==> config.mk <==
export PLATFORM = sky130hd
export DESIGN_NAME = apb_uart_tx
export DESIGN_NICKNAME = d
export VERILOG_FILES = /design/src/rtl/uart_pkg.sv /design/src/rtl/sync_fifo.sv /design/src/rtl/apb_uart_tx.sv
export SDC_FILE = /design/constraint.sdc
export NUM_CORES = 1
export LEC_CHECK = 0
export ABC_AREA = 1
export CORE_MARGIN = 4
export CORE_UTILIZATION = 58
export CTS_CLUSTER_DIAMETER = 60
export DETAILED_ROUTE_END_ITERATION = 8
export PLACE_DENSITY = 0.79
export SLEW_MARGIN = 20
export SYNTH_ARGS = -nofsm -noshare
export SYNTH_HDL_FRONTEND = slang
export SYNTH_SLANG_ARGS = --single-unit
==> constraint.sdc <==
create_clock -name clk -period 3.3 [get_ports clk]
set_input_delay 0.66 -clock clk [delete_from_list [all_inputs] [get_ports clk]]
set_output_delay 0.66 -clock clk [all_outputs]
set_load 0.1 [all_outputs]
==> src/rtl/uart_pkg.sv <==
// Shared definitions for the APB UART blocks: register map,
// STATUS bit layout and transmitter state encoding.
package uart_pkg;

  localparam logic [1:0] UART_REG_TXDATA = 2'd0;
  localparam logic [1:0] UART_REG_STATUS = 2'd1;
  localparam logic [1:0] UART_REG_DIV    = 2'd2;

  localparam int ST_FULL    = 0;
  localparam int ST_EMPTY   = 1;
  localparam int ST_BUSY    = 2;
  localparam int ST_CNT_LSB = 4;

  typedef enum logic [2:0] {
    IDLE,
    START,
    DATA,
    PARITY,
    STOP
  } tx_state_t;

  function automatic logic [3:0] sat_cnt(input logic [31:0] c);
    return (c > 32'd15) ? 4'hF : c[3:0];
  endfunction

endpackage

==> src/rtl/sync_fifo.sv <==
// Single-clock circular FIFO with occupancy count; reused by the
// UART TX path and intended for a future RX block.
module sync_fifo #(
  parameter int WIDTH = 8,
  parameter int DEPTH = 8,
  localparam int AW = $clog2(DEPTH)
) (
  input  logic             clk,
  input  logic             reset,
  input  logic             push,
  input  logic             pop,
  input  logic [WIDTH-1:0] wdata,
  output logic [WIDTH-1:0] rdata,
  output logic             full,
  output logic             empty,
  output logic [AW:0]      count
);

  localparam logic [AW:0] FULL_CNT = DEPTH[AW:0];

  logic [WIDTH-1:0] mem [DEPTH];
  logic [AW-1:0]    wr_ptr;
  logic [AW-1:0]    rd_ptr;
  logic             do_push;
  logic             do_pop;

  assign full    = (count == FULL_CNT);
  assign empty   = (count == '0);
  assign do_push = push & ~full;
  assign do_pop  = pop & ~empty;
  assign rdata   = mem[rd_ptr];

  always_ff @(posedge clk) begin
    if (do_push) mem[wr_ptr] <= wdata;
  end

  always_ff @(posedge clk or negedge reset) begin
    if (!reset) begin
      wr_ptr <= '0;
      rd_ptr <= '0;
      count  <= '0;
    end else begin
      if (do_push) wr_ptr <= wr_ptr + AW'(1);
      if (do_pop)  rd_ptr <= rd_ptr + AW'(1);
      unique case ({do_push, do_pop})
        2'b10:   count <= count + (AW+1)'(1);
        2'b01:   count <= count - (AW+1)'(1);
        default: count <= count;
      endcase
    end
  end

endmodule

==> src/rtl/apb_uart_tx.sv <==
// APB UART transmitter: TX FIFO + 8N1 serialiser (8E1 when
// UART_TX_PARITY_EN is defined), status and divisor registers.
module apb_uart_tx
  import uart_pkg::*;
#(
  parameter int BUS_WIDTH  = 16,
  parameter int FIFO_DEPTH = 8,
  parameter int CLK_DIV    = 434
) (
  input  logic                 clk,
  input  logic                 reset,
  input  logic [BUS_WIDTH-1:0] PADDR,
  input  logic                 PWRITE,
  input  logic                 PSEL,
  input  logic                 PENABLE,
  input  logic [BUS_WIDTH-1:0] PWDATA,
  output logic [BUS_WIDTH-1:0] PRDATA,
  output logic                 PREADY,
  output logic                 tx,
  output logic                 irq
);

  localparam int CW = $clog2(FIFO_DEPTH) + 1;
`ifdef UART_TX_PARITY_EN
  localparam int DW = 15;
`else
  localparam int DW = 16;
`endif

  logic [1:0]           addr;
  logic                 acc;
  logic                 wr_tx;
  logic                 wr_div;
  logic                 push;
  logic                 pop;
  logic                 full;
  logic                 empty;
  logic [CW-1:0]        count;
  logic [7:0]           fifo_rdata;
  logic [BUS_WIDTH-1:0] status;
  logic [DW-1:0]        div;
  logic [DW-1:0]        bit_len;
  logic [DW-1:0]        cnt;
  logic [7:0]           shift;
  logic [2:0]           bit_idx;
  logic                 par;
  logic                 bit_end;
  logic                 tx_n;
  tx_state_t            state;
  tx_state_t            state_n;
  logic                 unused;

  assign unused = ^{PADDR[BUS_WIDTH-1:2], PWDATA[BUS_WIDTH-1:8]};

  assign addr   = PADDR[1:0];
  assign acc    = PSEL & PENABLE;
  assign wr_tx  = acc & PWRITE & (addr == UART_REG_TXDATA);
  assign wr_div = acc & PWRITE & (addr == UART_REG_DIV);
  assign PREADY = ~(wr_tx & full);
  assign push   = wr_tx & PREADY;

  sync_fifo #(
    .WIDTH (8),
    .DEPTH (FIFO_DEPTH)
  ) u_fifo (
    .clk   (clk),
    .reset (reset),
    .push  (push),
    .pop   (pop),
    .wdata (PWDATA[7:0]),
    .rdata (fifo_rdata),
    .full  (full),
    .empty (empty),
    .count (count)
  );

  always_comb begin
    status                      = '0;
    status[ST_FULL]             = full;
    status[ST_EMPTY]            = empty;
    status[ST_BUSY]             = (state != IDLE);
    status[ST_CNT_LSB +: 4]     = sat_cnt(32'(count));
  end

  always_comb begin
    PRDATA = '0;
    if (acc && !PWRITE) begin
      unique case (addr)
        UART_REG_STATUS: PRDATA = status;
        UART_REG_DIV:    PRDATA = BUS_WIDTH'(div);
        default:         PRDATA = '0;
      endcase
    end
  end

  always_ff @(posedge clk or negedge reset) begin
    if (!reset) begin
      div <= DW'(CLK_DIV);
    end else if (wr_div) begin
      div <= (PWDATA[DW-1:0] == '0) ? DW'(1) : PWDATA[DW-1:0];
    end
  end

  assign bit_end = (cnt == '0);

  always_comb begin
    state_n = state;
    pop     = 1'b0;
    tx_n    = 1'b1;
    unique case (state)
      IDLE: begin
        if (!empty) begin
          pop     = 1'b1;
          state_n = START;
        end
      end
      START: begin
        tx_n = 1'b0;
        if (bit_end) state_n = DATA;
      end
      DATA: begin
        tx_n = shift[0];
        if (bit_end && bit_idx == 3'd7) begin
`ifdef UART_TX_PARITY_EN
          state_n = PARITY;
`else
          state_n = STOP;
`endif
        end
      end
      PARITY: begin
        tx_n = par;
        if (bit_end) state_n = STOP;
      end
      STOP: begin
        if (bit_end) begin
          if (!empty) begin
            pop     = 1'b1;
            state_n = START;
          end else begin
            state_n = IDLE;
          end
        end
      end
      default: state_n = IDLE;
    endcase
  end

  // The divisor is sampled per frame so DIV writes never stretch a live frame
  always_ff @(posedge clk or negedge reset) begin
    if (!reset) begin
      state   <= IDLE;
      cnt     <= '0;
      bit_len <= DW'(CLK_DIV);
      shift   <= '0;
      bit_idx <= '0;
      par     <= 1'b0;
      tx      <= 1'b1;
      irq     <= 1'b1;
    end else begin
      state <= state_n;
      tx    <= tx_n;
      irq   <= empty & (state == IDLE);
      if (pop) begin
        shift   <= fifo_rdata;
        par     <= ^fifo_rdata;
        bit_len <= div;
        cnt     <= div - DW'(1);
        bit_idx <= '0;
      end else if (state != IDLE) begin
        if (bit_end) begin
          cnt <= bit_len - DW'(1);
          if (state == DATA) begin
            shift   <= shift >> 1;
            bit_idx <= bit_idx + 3'd1;
          end
        end else begin
          cnt <= cnt - DW'(1);
        end
      end
    end
  end

endmodule

* Word level (Yosys, flattened, before mapping) *
Memory sizes are Yosys's and may differ from the RTL's.
Cells that the tools add are included.

operators by class
  muxes and demuxes = 28
  bitwise gates (word level) = 12
  $add $sub $neg = 8
  reduce and logical (&&, ||, !) cells = 16
  equal/unequal tests = 15

operators with widths
  operator                                              count
  2-to-1 mux 16 bit                                     5
  subtractor 16 x 1 -> 16 bit (second input constant)   3
  zero test 16 bit                                      2
  2-to-1 mux 8 bit                                      4
  case mux 16 bit (2 select lines)                      1
  2-to-1 mux 3 bit                                      9
  case mux 3 bit (5 select lines)                       1
  inequality test 2 bit (second input constant)         5
  adder 3 x 1 -> 3 bit (second input constant)          3
  AND 1 bit                                             9
  case mux 4 bit (2 select lines)                       1
  nonzero test 2 bit                                    4
  parity 8 bit                                          1
  equality test 3 x 2 -> 1 bit (second input constant)  2
  equality test 3 bit (second input constant)           2
  2-to-1 mux 1 bit                                      5
  AND reduction 5 bit                                   1
  adder 4 x 1 -> 4 bit (second input constant)          1
  equality test 2 x 1 -> 1 bit (second input constant)  2
  equality test 2 bit (second input constant)           2
  equality test 4 bit (second input constant)           1
  zero test 4 bit                                       1
  subtractor 4 x 1 -> 4 bit (second input constant)     1
  equality test 3 x 1 -> 1 bit (second input constant)  1
  other kinds (9)                                       12

storage, ports and cells
  register bits after elaboration = 75
  memories kept = 1
  logic and storage cells = 92
  output and inout bits = 19
  input bits = 37
  memory bits (writable) = 64

memories
  name        depth  width  rd ports  clocked after Yosys merged registers in  wr ports  line             text
  u_fifo.mem  8      8      1         0                                        1         sync_fifo.sv:21  logic [WIDTH-1:0] mem [DEPTH];

* Longest topological paths before layout *
  depth in word-level cells = 9
  mapped depth = 19
  depth with buffers taken out = 19

* Modules after synthesis *
A second synthesis with hierarchy kept.

second synthesis, totals
  cells, all modules = 894
  area total of the unflattened synthesis = 7247.0 um^2

modules (own cells, without submodules)
  module       instances  area each (um^2)  cells an instance  sequential area each (um^2)
  apb_uart_tx  1          3847.4            537                1641.6
  sync_fifo    1          3399.5            357                2172.1

* Least setup slack after synthesis *
Ideal clock, no wire load.

  kind = input-to-output
  start point = input PENABLE
  end point = output PRDATA[10]
  stages on the path = 4
  slack = -0.548 ns
  data required time = 2.640 ns
  data arrival time = 3.188 ns
  buffers on the path = 0
  cell sequence = inv_1 -> nor3_1 -> clkinv_1 -> nor3_1

on the way
  cells in the longest elaborated chain, start to end = 3

ends and longest elaborated chain
  element            line               text
  start, declared    apb_uart_tx.sv:15  input logic PENABLE,
  AND 1 bit          apb_uart_tx.sv:56  assign acc = PSEL & PENABLE;
  logical AND 1 bit  apb_uart_tx.sv:87  if (acc && !PWRITE) begin
  2-to-1 mux 16 bit  apb_uart_tx.sv:87
  end, declared      apb_uart_tx.sv:17  output logic [BUS_WIDTH-1:0] PRDATA,

No other way between the ends.

* Worst setup path in the final report *
Ends and elaborated chain as after synthesis.

==> metrics.csv <==
metric;value;unit
outcome;finished clean;
setup violators final;0;
Setup crit start kind;input port;
cells after synthesis;790;
clock slew at reported path FFs;60;ps
Peak VDD IR;0.472;mV
clock period minus worst slack;2980;ps
Hold Crit Class;input port to asynchronous set/reset pin;
Register Area;0.00381;mm²
commonest non-fill, non-tap cells in the layout;230 x nand2_1, 94 x nor2_1, 78 x o21ai_0;
slew margin rel.;0.375;
routability cong.;0.904;
Seq cells post-synth;139;
Die X;117;µm
H-Tree Depth;4;
Layout area overhead;20.0;%
WP data required;2640;ps
Total Power;4930;µW
largest net degree at the start of global routing;76;
I/O Buffers;41;
GRT overflow;0;
synth unique cells;40;
Fmax achieved;335;MHz
first-pass GRT wire length;28100;µm
clk_skew;9.22;ps
Critical Path AT;2320;ps
DRT Wirelength;16800;µm
post-CTS sizing;0;
Vias/cell;5.68;
Die ar.;0.0136;mm²
Syn Std Cell Area;0.00687;mm²
Seq/Total Area, Yosys;0.555;
Root Buffer;clkbuf_16;
latest clock arrival within the worst-skew pair;420;ps
critical path type;input port to output pin;
Ys Warns;0;
share of post-route cells with drive strength above 1;0.138;
CTS Buffer Depth;2;
Starting Density;0.596;
1st-iter DRT viols;567;
Slew Limit Fails;0;
syn_area_per_cell;8.69;µm²
maxcap violations;0;
period utilization;0.904;
antenna cell count;0;
CTS buffer count;17;
setup_tns;0;ps
multi-input logic area;0.00270;mm²
final hold violations;0;
leakage power;0.00351;µW
CP endpoint kind;output pin;
GRT Total Usage;0.270;
hold_buf cts;0;
CTS sink cnt;139;
critical path peak fanout;9;
CTS tree;done;
routed len/inst;16.9;µm
measured slew at the worst slew-check pin;938;ps
Post-synth top flop;edfxtp_1;
commonest non-fill, non-tap cell in the layout;nand2_1;
Fill cells;779;
core footprint;0.0115;mm²
via total after detailed routing;5678;
DRC violations left;0;
post-CTS repair timing setup buffer count;0;
initial antenna violation count;0;
io pins;56;
unrepaired setup endpoints after global routing;false;
Detail Placement HPWL;11600;µm
Syn Nets;839;
Final nets;892;
asr flop ratio synth;0.540;
Power per Cell Area;598;mW/mm²
Die Y-Extent;117;µm
post-route antenna net violation count;0;
# rows;39;
Post-synth EDFFs;64;
vias in the first global route;5708;
Pre-Repair DR Iteration Count;5;
[per-layer routing]
metal	vias to the layer above	wire length (µm)	GRT usage
met5	-	0	0
met4	0	383	0.0841
met3	41	1420	0.0776
met2	250	7990	0.425
met1	2696	7050	0.368
li1	2691	-	-
[path summary, 6_finish.rpt]
kind                            slack (ps)  depth (start not counted)                      endpoint                        start
worst max-delay path                   320                          6                    PRDATA[10]                      PENABLE
worst min-delay path                   380                          1  u_fifo.rd_ptr[1]$_DFFE_PN0P_                        reset
worst max register to register         380                         18           cnt[10]$_DFFE_PN0P_  u_fifo.count[2]$_DFFE_PN0P_
worst min register to register         470                          2        bit_len[4]$_DFFE_PN1P_       bit_len[4]$_DFFE_PN1P_
max in group asynchronous             2310                          1       bit_len[10]$_DFFE_PN0P_                        reset
min in group clk                       470                          2        bit_len[4]$_DFFE_PN1P_       bit_len[4]$_DFFE_PN1P_
[registers in the layout, indices dropped and copies added, names as in the netlist, 4 cells and up]
name and cells:
shift 8, cnt 16, div 16, u_fifo.mem 64, bit_len 16, u_fifo.count 4
[critical path, stage by stage]
cell and delay [ps]:
clkdlybuf4s50_1 480, inv_1 40, nor3_1 230, clkinv_1 290, nor3_1 390, buf_12 230
[per-stage QoR]
stage               setup WS, ps  utilization  std cells  cell area, µm²  hold slack, ps
floorplan                   -548            -        790            6890             364
global placement             164        0.666        967            7670             451
detailed placement         -14.2        0.666        967            7670             458
CTS                          282        0.715        999            8240             403
global route                 139        0.715        999            8240             453
finish                       316        0.715        999            8240             376
[synthesized netlist by cell type (9+ instances only)]
cell	instances	area, µm²
nand2_1	230	863
nor2_1	95	357
o21ai_0	78	390
edfxtp_1	64	1920
inv_1	64	240
dfrtp_1	63	1580
nand3_1	48	240
clkbuf_1	19	71.3
dfstp_2	12	315
a21oi_1	11	55.1
ha_1	11	138
nor3_1	9	45.0
[area by class of cell]
class	count	area share
well taps	143	0.0217
multi-input cells	556	0.327
flip-flops and latches	139	0.463
clock buffers	20	0.0542
repair buffers	63	0.0896
clock inverters	12	0.0143
inverters	66	0.0301
[cells by family after synthesis]
kind of cell               synth area share
and+or+nand+nor                       0.255
DFF                                   0.555
AOI/OAI and AO/OA                    0.0926
buffers and inverters                0.0559
xor gates and xnor gates             0.0166
adders and majority gates            0.0230
muxes                               0.00146
[power by group]
group          switching (µW)  internal (µW)  leakage [µW]
registers                 200           2080       0.00145
logic                     531            305       0.00179
clock network             750           1060      0.000264
total                    1480           3450       0.00351
No activity file was read; power rests on OpenSTA's default activity.
